===== src/rtl/stim_sequencer_pkg.sv =====
// Shared types and constants for the stimulus sequencer.
package stim_sequencer_pkg;

    typedef enum logic [1:0] {
        IDLE = 2'd0,
        RST  = 2'd1,
        RUN  = 2'd2,
        DONE = 2'd3
    } state_e;

    localparam logic [1:0] MODE_ZERO   = 2'd0;
    localparam logic [1:0] MODE_ONE    = 2'd1;
    localparam logic [1:0] MODE_TOGGLE = 2'd2;
    localparam logic [1:0] MODE_LFSR   = 2'd3;

    localparam logic [15:0] LFSR_DEFAULT_SEED = 16'hACE1;

    // One step of the right-shifting Fibonacci LFSR x^16+x^14+x^13+x^11+1
    function automatic logic [15:0] lfsr_step(input logic [15:0] q);
        return {q[0] ^ q[2] ^ q[3] ^ q[5], q[15:1]};
    endfunction

endpackage


===== src/rtl/stim_sequencer_lfsr16.sv =====
// 16-bit Fibonacci LFSR with synchronous load and shift enable.
module lfsr16
    import stim_sequencer_pkg::*;
(
    input  logic        clk,
    input  logic        reset,
    input  logic        load,
    input  logic [15:0] seed,
    input  logic        en,
    output logic [15:0] q
);

    logic [15:0] q_q;
    logic [15:0] q_d;

    // Load has priority over shifting
    always_comb begin
        q_d = q_q;
        if (load) begin
            q_d = seed;
        end else if (en) begin
            q_d = lfsr_step(q_q);
        end
    end

    // LFSR state register
    always_ff @(posedge clk) begin
        if (reset) begin
            q_q <= LFSR_DEFAULT_SEED;
        end else begin
            q_q <= q_d;
        end
    end

    assign q = q_q;

endmodule


===== src/rtl/stim_sequencer.sv =====
// Stimulus sequencer: resets a datapath, then drives a/b with a selected pattern.
module stim_sequencer
    import stim_sequencer_pkg::*;
#(
    parameter int unsigned LEN_W      = 16,
    parameter int unsigned RST_CYCLES = 4
) (
    input  logic             clk,
    input  logic             reset,
    input  logic             start,
    input  logic             abort,
    input  logic             pause,
    input  logic [1:0]       mode,
    input  logic [LEN_W-1:0] len,
    input  logic [15:0]      seed,
    output logic             dut_reset,
    output logic             dut_a,
    output logic             dut_b,
    output logic             busy,
    output logic             done,
    output logic [LEN_W-1:0] cycle_cnt
);

    localparam int unsigned RCNT_W   = 8;
    localparam logic [RCNT_W-1:0] RST_LAST = RCNT_W'(RST_CYCLES - 1);

    state_e             state_q, state_d;
    logic [1:0]         mode_q, mode_d;
    logic [LEN_W-1:0]   len_q, len_d;
    logic [LEN_W-1:0]   cnt_q, cnt_d;
    logic [LEN_W-1:0]   cnt_inc;
    logic [RCNT_W-1:0]  rst_cnt_q, rst_cnt_d;
    logic               dut_reset_q, dut_reset_d;
    logic               dut_a_q, dut_a_d;
    logic               dut_b_q, dut_b_d;
    logic               busy_q, busy_d;
    logic               done_q, done_d;

    logic               lfsr_load;
    logic               lfsr_en;
    logic [15:0]        lfsr_seed;
    logic [15:0]        lfsr_q;
    logic [1:0]         first_ab;
    logic [1:0]         next_ab;
    logic               lfsr_unused;

    lfsr16 u_lfsr (
        .clk   (clk),
        .reset (reset),
        .load  (lfsr_load),
        .seed  (lfsr_seed),
        .en    (lfsr_en),
        .q     (lfsr_q)
    );

    // Upper LFSR bits only matter for feedback inside lfsr16
    assign lfsr_unused = ^lfsr_q[15:3];

    // Pattern values {a,b}: first RUN cycle, and the value following the current one
    always_comb begin
        first_ab = 2'b00;
        next_ab  = 2'b00;
        case (mode_q)
            MODE_ONE: begin
                first_ab = 2'b11;
                next_ab  = 2'b11;
            end
            MODE_TOGGLE: begin
                first_ab = 2'b10;
                next_ab  = {~dut_a_q, dut_a_q};
            end
            MODE_LFSR: begin
                // After one right shift, new bit0 = q[1] and new bit1 = q[2]
                first_ab = {lfsr_q[0], lfsr_q[1]};
                next_ab  = {lfsr_q[1], lfsr_q[2]};
            end
            default: begin
                first_ab = 2'b00;
                next_ab  = 2'b00;
            end
        endcase
    end

    // Next-state and registered-output logic
    always_comb begin
        state_d   = state_q;
        mode_d    = mode_q;
        len_d     = len_q;
        cnt_d     = cnt_q;
        rst_cnt_d = rst_cnt_q;
        dut_a_d   = 1'b0;
        dut_b_d   = 1'b0;
        lfsr_load = 1'b0;
        lfsr_en   = 1'b0;
        lfsr_seed = seed;
        cnt_inc   = cnt_q + LEN_W'(1);

        if ((mode == MODE_LFSR) && (seed == 16'h0000)) begin
            lfsr_seed = LFSR_DEFAULT_SEED;
        end

        if (abort) begin
            state_d = IDLE;
        end else begin
            case (state_q)
                IDLE: begin
                    if (start) begin
                        state_d   = RST;
                        mode_d    = mode;
                        len_d     = len;
                        cnt_d     = '0;
                        rst_cnt_d = '0;
                        lfsr_load = 1'b1;
                    end
                end
                RST: begin
                    if (rst_cnt_q == RST_LAST) begin
                        if (len_q == '0) begin
                            state_d = DONE;
                        end else begin
                            state_d            = RUN;
                            {dut_a_d, dut_b_d} = first_ab;
                        end
                    end else begin
                        rst_cnt_d = rst_cnt_q + RCNT_W'(1);
                    end
                end
                RUN: begin
                    if (pause) begin
                        dut_a_d = dut_a_q;
                        dut_b_d = dut_b_q;
                    end else begin
                        cnt_d   = cnt_inc;
                        lfsr_en = 1'b1;
                        if (cnt_inc == len_q) begin
                            state_d = DONE;
                        end else begin
                            {dut_a_d, dut_b_d} = next_ab;
                        end
                    end
                end
                DONE: begin
                    state_d = IDLE;
                end
                default: begin
                    state_d = IDLE;
                end
            endcase
        end

        dut_reset_d = (state_d == RST);
        busy_d      = (state_d == RST) || (state_d == RUN);
        done_d      = (state_d == DONE);
    end

    // State and output registers
    always_ff @(posedge clk) begin
        if (reset) begin
            state_q     <= IDLE;
            mode_q      <= MODE_ZERO;
            len_q       <= '0;
            cnt_q       <= '0;
            rst_cnt_q   <= '0;
            dut_reset_q <= 1'b0;
            dut_a_q     <= 1'b0;
            dut_b_q     <= 1'b0;
            busy_q      <= 1'b0;
            done_q      <= 1'b0;
        end else begin
            state_q     <= state_d;
            mode_q      <= mode_d;
            len_q       <= len_d;
            cnt_q       <= cnt_d;
            rst_cnt_q   <= rst_cnt_d;
            dut_reset_q <= dut_reset_d;
            dut_a_q     <= dut_a_d;
            dut_b_q     <= dut_b_d;
            busy_q      <= busy_d;
            done_q      <= done_d;
        end
    end

    assign dut_reset = dut_reset_q;
    assign dut_a     = dut_a_q;
    assign dut_b     = dut_b_q;
    assign busy      = busy_q;
    assign done      = done_q;
    assign cycle_cnt = cnt_q;

endmodule


===== config.mk =====
export PLATFORM = sky130hd
export DESIGN_NAME = stim_sequencer
export DESIGN_NICKNAME = d
export VERILOG_FILES = /design/src/rtl/stim_sequencer_pkg.sv /design/src/rtl/stim_sequencer_lfsr16.sv /design/src/rtl/stim_sequencer.sv
export SDC_FILE = /design/constraint.sdc
export NUM_CORES = 1
export LEC_CHECK = 0
export BUFFER_PORTS_ARGS = -buffer_cell sky130_fd_sc_hd__buf_2
export CORE_ASPECT_RATIO = 0.9
export CORE_MARGIN = 4
export CORE_UTILIZATION = 50
export CTS_BUF_LIST = sky130_fd_sc_hd__clkbuf_4
export DETAILED_ROUTE_END_ITERATION = 8
export PLACE_DENSITY = 0.72
export SYNTH_ARGS = -nofsm -noshare
export SYNTH_HDL_FRONTEND = slang
export SYNTH_SLANG_ARGS = --single-unit

===== constraint.sdc =====
create_clock -name clk -period 3.3 [get_ports clk]
set_input_delay 0.495 -clock clk [delete_from_list [all_inputs] [get_ports clk]]
set_output_delay 0.495 -clock clk [all_outputs]
set_load 0.05 [all_outputs]

==> results.ini <==
[worst_setup_path]
critPathLaunch = cycle_cnt[0]
crit_type = register to register
ff2ff_setup_slack_ns = 0.37
worst_ep_arrival_time_ns = 3.21
crit_chain = ha_1 > and3_1 > nand4_1 > buf_4 > mux2_2 > a211oi_1 > or4_1 > o21ai_1 > ha_1 > nor2_1
crit_slowest_cell = dfxtp_1
endpoint_kind = register
crit_required_ns = 3.58
crit_path_max_fanout = 8
timing.rr.start = cycle_cnt[0]
critPathMaxStageDelay_ns = 0.53
crit_family = adder cells
timing.critical_path.mode_cell = ha_1
cp-start-kind = register
worst-path-buf-inv = 1

[floorplanning]
initial_core_util = 0.526
ioPinCount = 60
die_h_um = 87.6
dieWidth_um = 96.5
die_area_um2 = 8450
coreArea_um2 = 6690
core.rowCount = 28

[yosys]
synth_area_um2 = 3520
synth_cell_types = 50
synth.avg_cell_area_um2 = 7.67
synth_fp_nets = 506
synth_seq_cells = 65
ys.flop_type = dfxtp_1
async_flop_share = 0
synth_cells = 459
synth-edff-count = 0
synth_warnings = 0
synth-seq-area-share = 0.370

[clock_tree]
cts_setup_buffers = 0
htree_num_levels = 3
cts_resized = 0
clkLatencyLatePin_ns = 0.42
cts_buffers = 9
root_buffer = clkbuf_4
cts.sinks = 65
clk_pin_slew_ns = 0.11
clk_path_buf_depth = 2
postCtsHoldBufs = 0
cts_tree = done

[route]
vias_per_cell = 5.66
wire_per_inst_um = 14.5
vias = 3423
drt-total-wl_um = 8770
detail-route-antenna-nets = 0
first_iter_violations = 203
drt_first_pass_iters = 4
drc = 0

[grt]
grt_usage = 0.221
grt_overflow_total = 0
first_global_vias = 3111
antenna_found_initial = 0
grt_max_degree = 59
grt_pass1_wl_um = 14700

[sta]
period_needed_ns = 2.93
fmax_ghz = 0.341
setup_viol = 0
skew_ns = 0.0143
rsz0062_at_grt = no
worst_pin_slew_ns = 0.712
hold_violations = 0
final.setup.tns_ns = 0
timing.final.crit_share = 0.888
maxSlewViolCount = 0
slew_headroom = 0.521

[status]
status = completed

[run]
maxCapViolCount = 0

[worst_hold_path]
hp-class = input pin to register
hp-start = len[11]

[power_and_ir_drop]
p_leak_nw = 1.53
p_clk_frac = 0.318
share_comb_of_total_power = 0.117
swShare = 0.288
power_density_nw_per_um2 = 372
ir_worst_vdd_mv = 0.309
p_int_mw = 1.05
switchingPower_mw = 0.424
sequentialPowerShare = 0.566

[cells_and_area]
final_common_cell = nor2_1
antenna_cells = 0
ff_latch_area_um2 = 1300
drive_above_1_share = 0.167
area_delta_synth_final_pct = 12.6
post-route-util = 0.592
fillers = 653
multiInputGateArea_um2 = 2070
final_cell_mix = nor2_1, nand2_1, dfxtp_1, buf_2, a21oi_1
nNetsFinal = 557

[placed_design]
routabilityCongestion = 0.868
place_hpwl_um = 6350
port_buffers = 59

state kept, by name, summed over array words and instances (netlist names):
register and flops:
cycle_cnt 16, state_q 2, mode_q 2, dut_a 1, done 1, dut_b 1
u_lfsr.q 16, rst_cnt_q 8, len_q 16, dut_reset 1, busy 1
kinds of logic after synthesis:
logic type	synth area share
adders and majority gates	0.0284
buffers and inverters	0.0419
and+or+nand+nor	0.303
xor gates and xnor gates	0.0746
muxes	0.0124
DFF	0.370
AOI/OAI and AO/OA	0.170
cells in the mapped netlist (3+ instances only):
master     n  share of area
o21ai_1    3         0.0043
a21oi_1   38          0.054
o21ai_0   24          0.034
or4_1      3         0.0064
and4_1     3         0.0075
a22oi_1    4         0.0085
dfxtp_1   65           0.37
nand3_1   14          0.020
nand2_1   66          0.070
clkbuf_1  17          0.018
ha_1       8          0.028
xnor2_1   17          0.042
a221oi_1   7          0.017
xor2_1    13          0.032
inv_1      8         0.0085
nor4_1    19          0.034
nor3_1    11          0.016
a311oi_1   3         0.0075
a211oi_1   3         0.0064
buf_4      4         0.0085
mux2_2     3         0.0096
nor2b_1    6          0.011
nand4_1    9          0.016
nor2_1    67          0.071
nand3b_1   4         0.0085
and2_1     4         0.0071
o31ai_1    3         0.0064
o21bai_1   3         0.0064
and3_1     5         0.0089
power by group through the flow:
stage / Combinational, mW / Sequential [mW] / Clock (mW)
2_1_floorplan: 0.111 / 0.849 / 0
3_3_place_gp: 0.168 / 0.851 / 0
3_5_place_dp: 0.172 / 0.851 / 0
4_1_cts: 0.172 / 0.833 / 0.482
5_1_grt: 0.195 / 0.838 / 0.516
6_report: 0.172 / 0.834 / 0.468
per-stage QoR:
stage               cells  setup slack (ns)  hold slack (ns)  total power [mW]  instance area [um2]
floorplan             459             0.341            0.450             0.960                 3520
global placement      588             0.448            0.464              1.02                 3840
detailed placement    588             0.278            0.469              1.02                 3840
CTS                   604             0.256            0.272              1.49                 3960
global route          605            0.0821            0.269              1.55                 3960
finish                605             0.370            0.295              1.47                 3960
cell type report:
type,count,area share
timing repair buffer,64,0.0840
tap,90,0.0284
multi-input combinational,362,0.523
sequential,65,0.328
clock buffer,11,0.0208
clock inverter,5,0.00821
inverter,8,0.00758
worst register-to-register path, cell delays in order, from the launching register on:
cell and delay [ns]:
dfxtp_1 0.53, ha_1 0.34, and3_1 0.30, nand4_1 0.12, buf_4 0.19, mux2_2 0.27, a211oi_1 0.42, or4_1 0.18
o21ai_1 0.10, ha_1 0.30, nor2_1 0.04
path summary, 6_finish.rpt:
check / depth (start not counted) / endpoint
min reg2reg: 2 / u_lfsr.q[5]
max reg2reg: 10 / busy
min: 3 / len_q[11]
max: 10 / busy
routing by layer:
| metal | part of all wire | GRT usage | vias to the layer above |
|---|---|---|---|
| met2 | 0.43 | 0.324 | 123 |
| li1 | - | - | 1735 |
| met1 | 0.47 | 0.309 | 1548 |
| met3 | 0.084 | 0.0704 | 17 |
| met5 | 0 | 0 | - |
| met4 | 0.015 | 0.0739 | 0 |
Note: power is estimated with default switching activity, not from simulation.
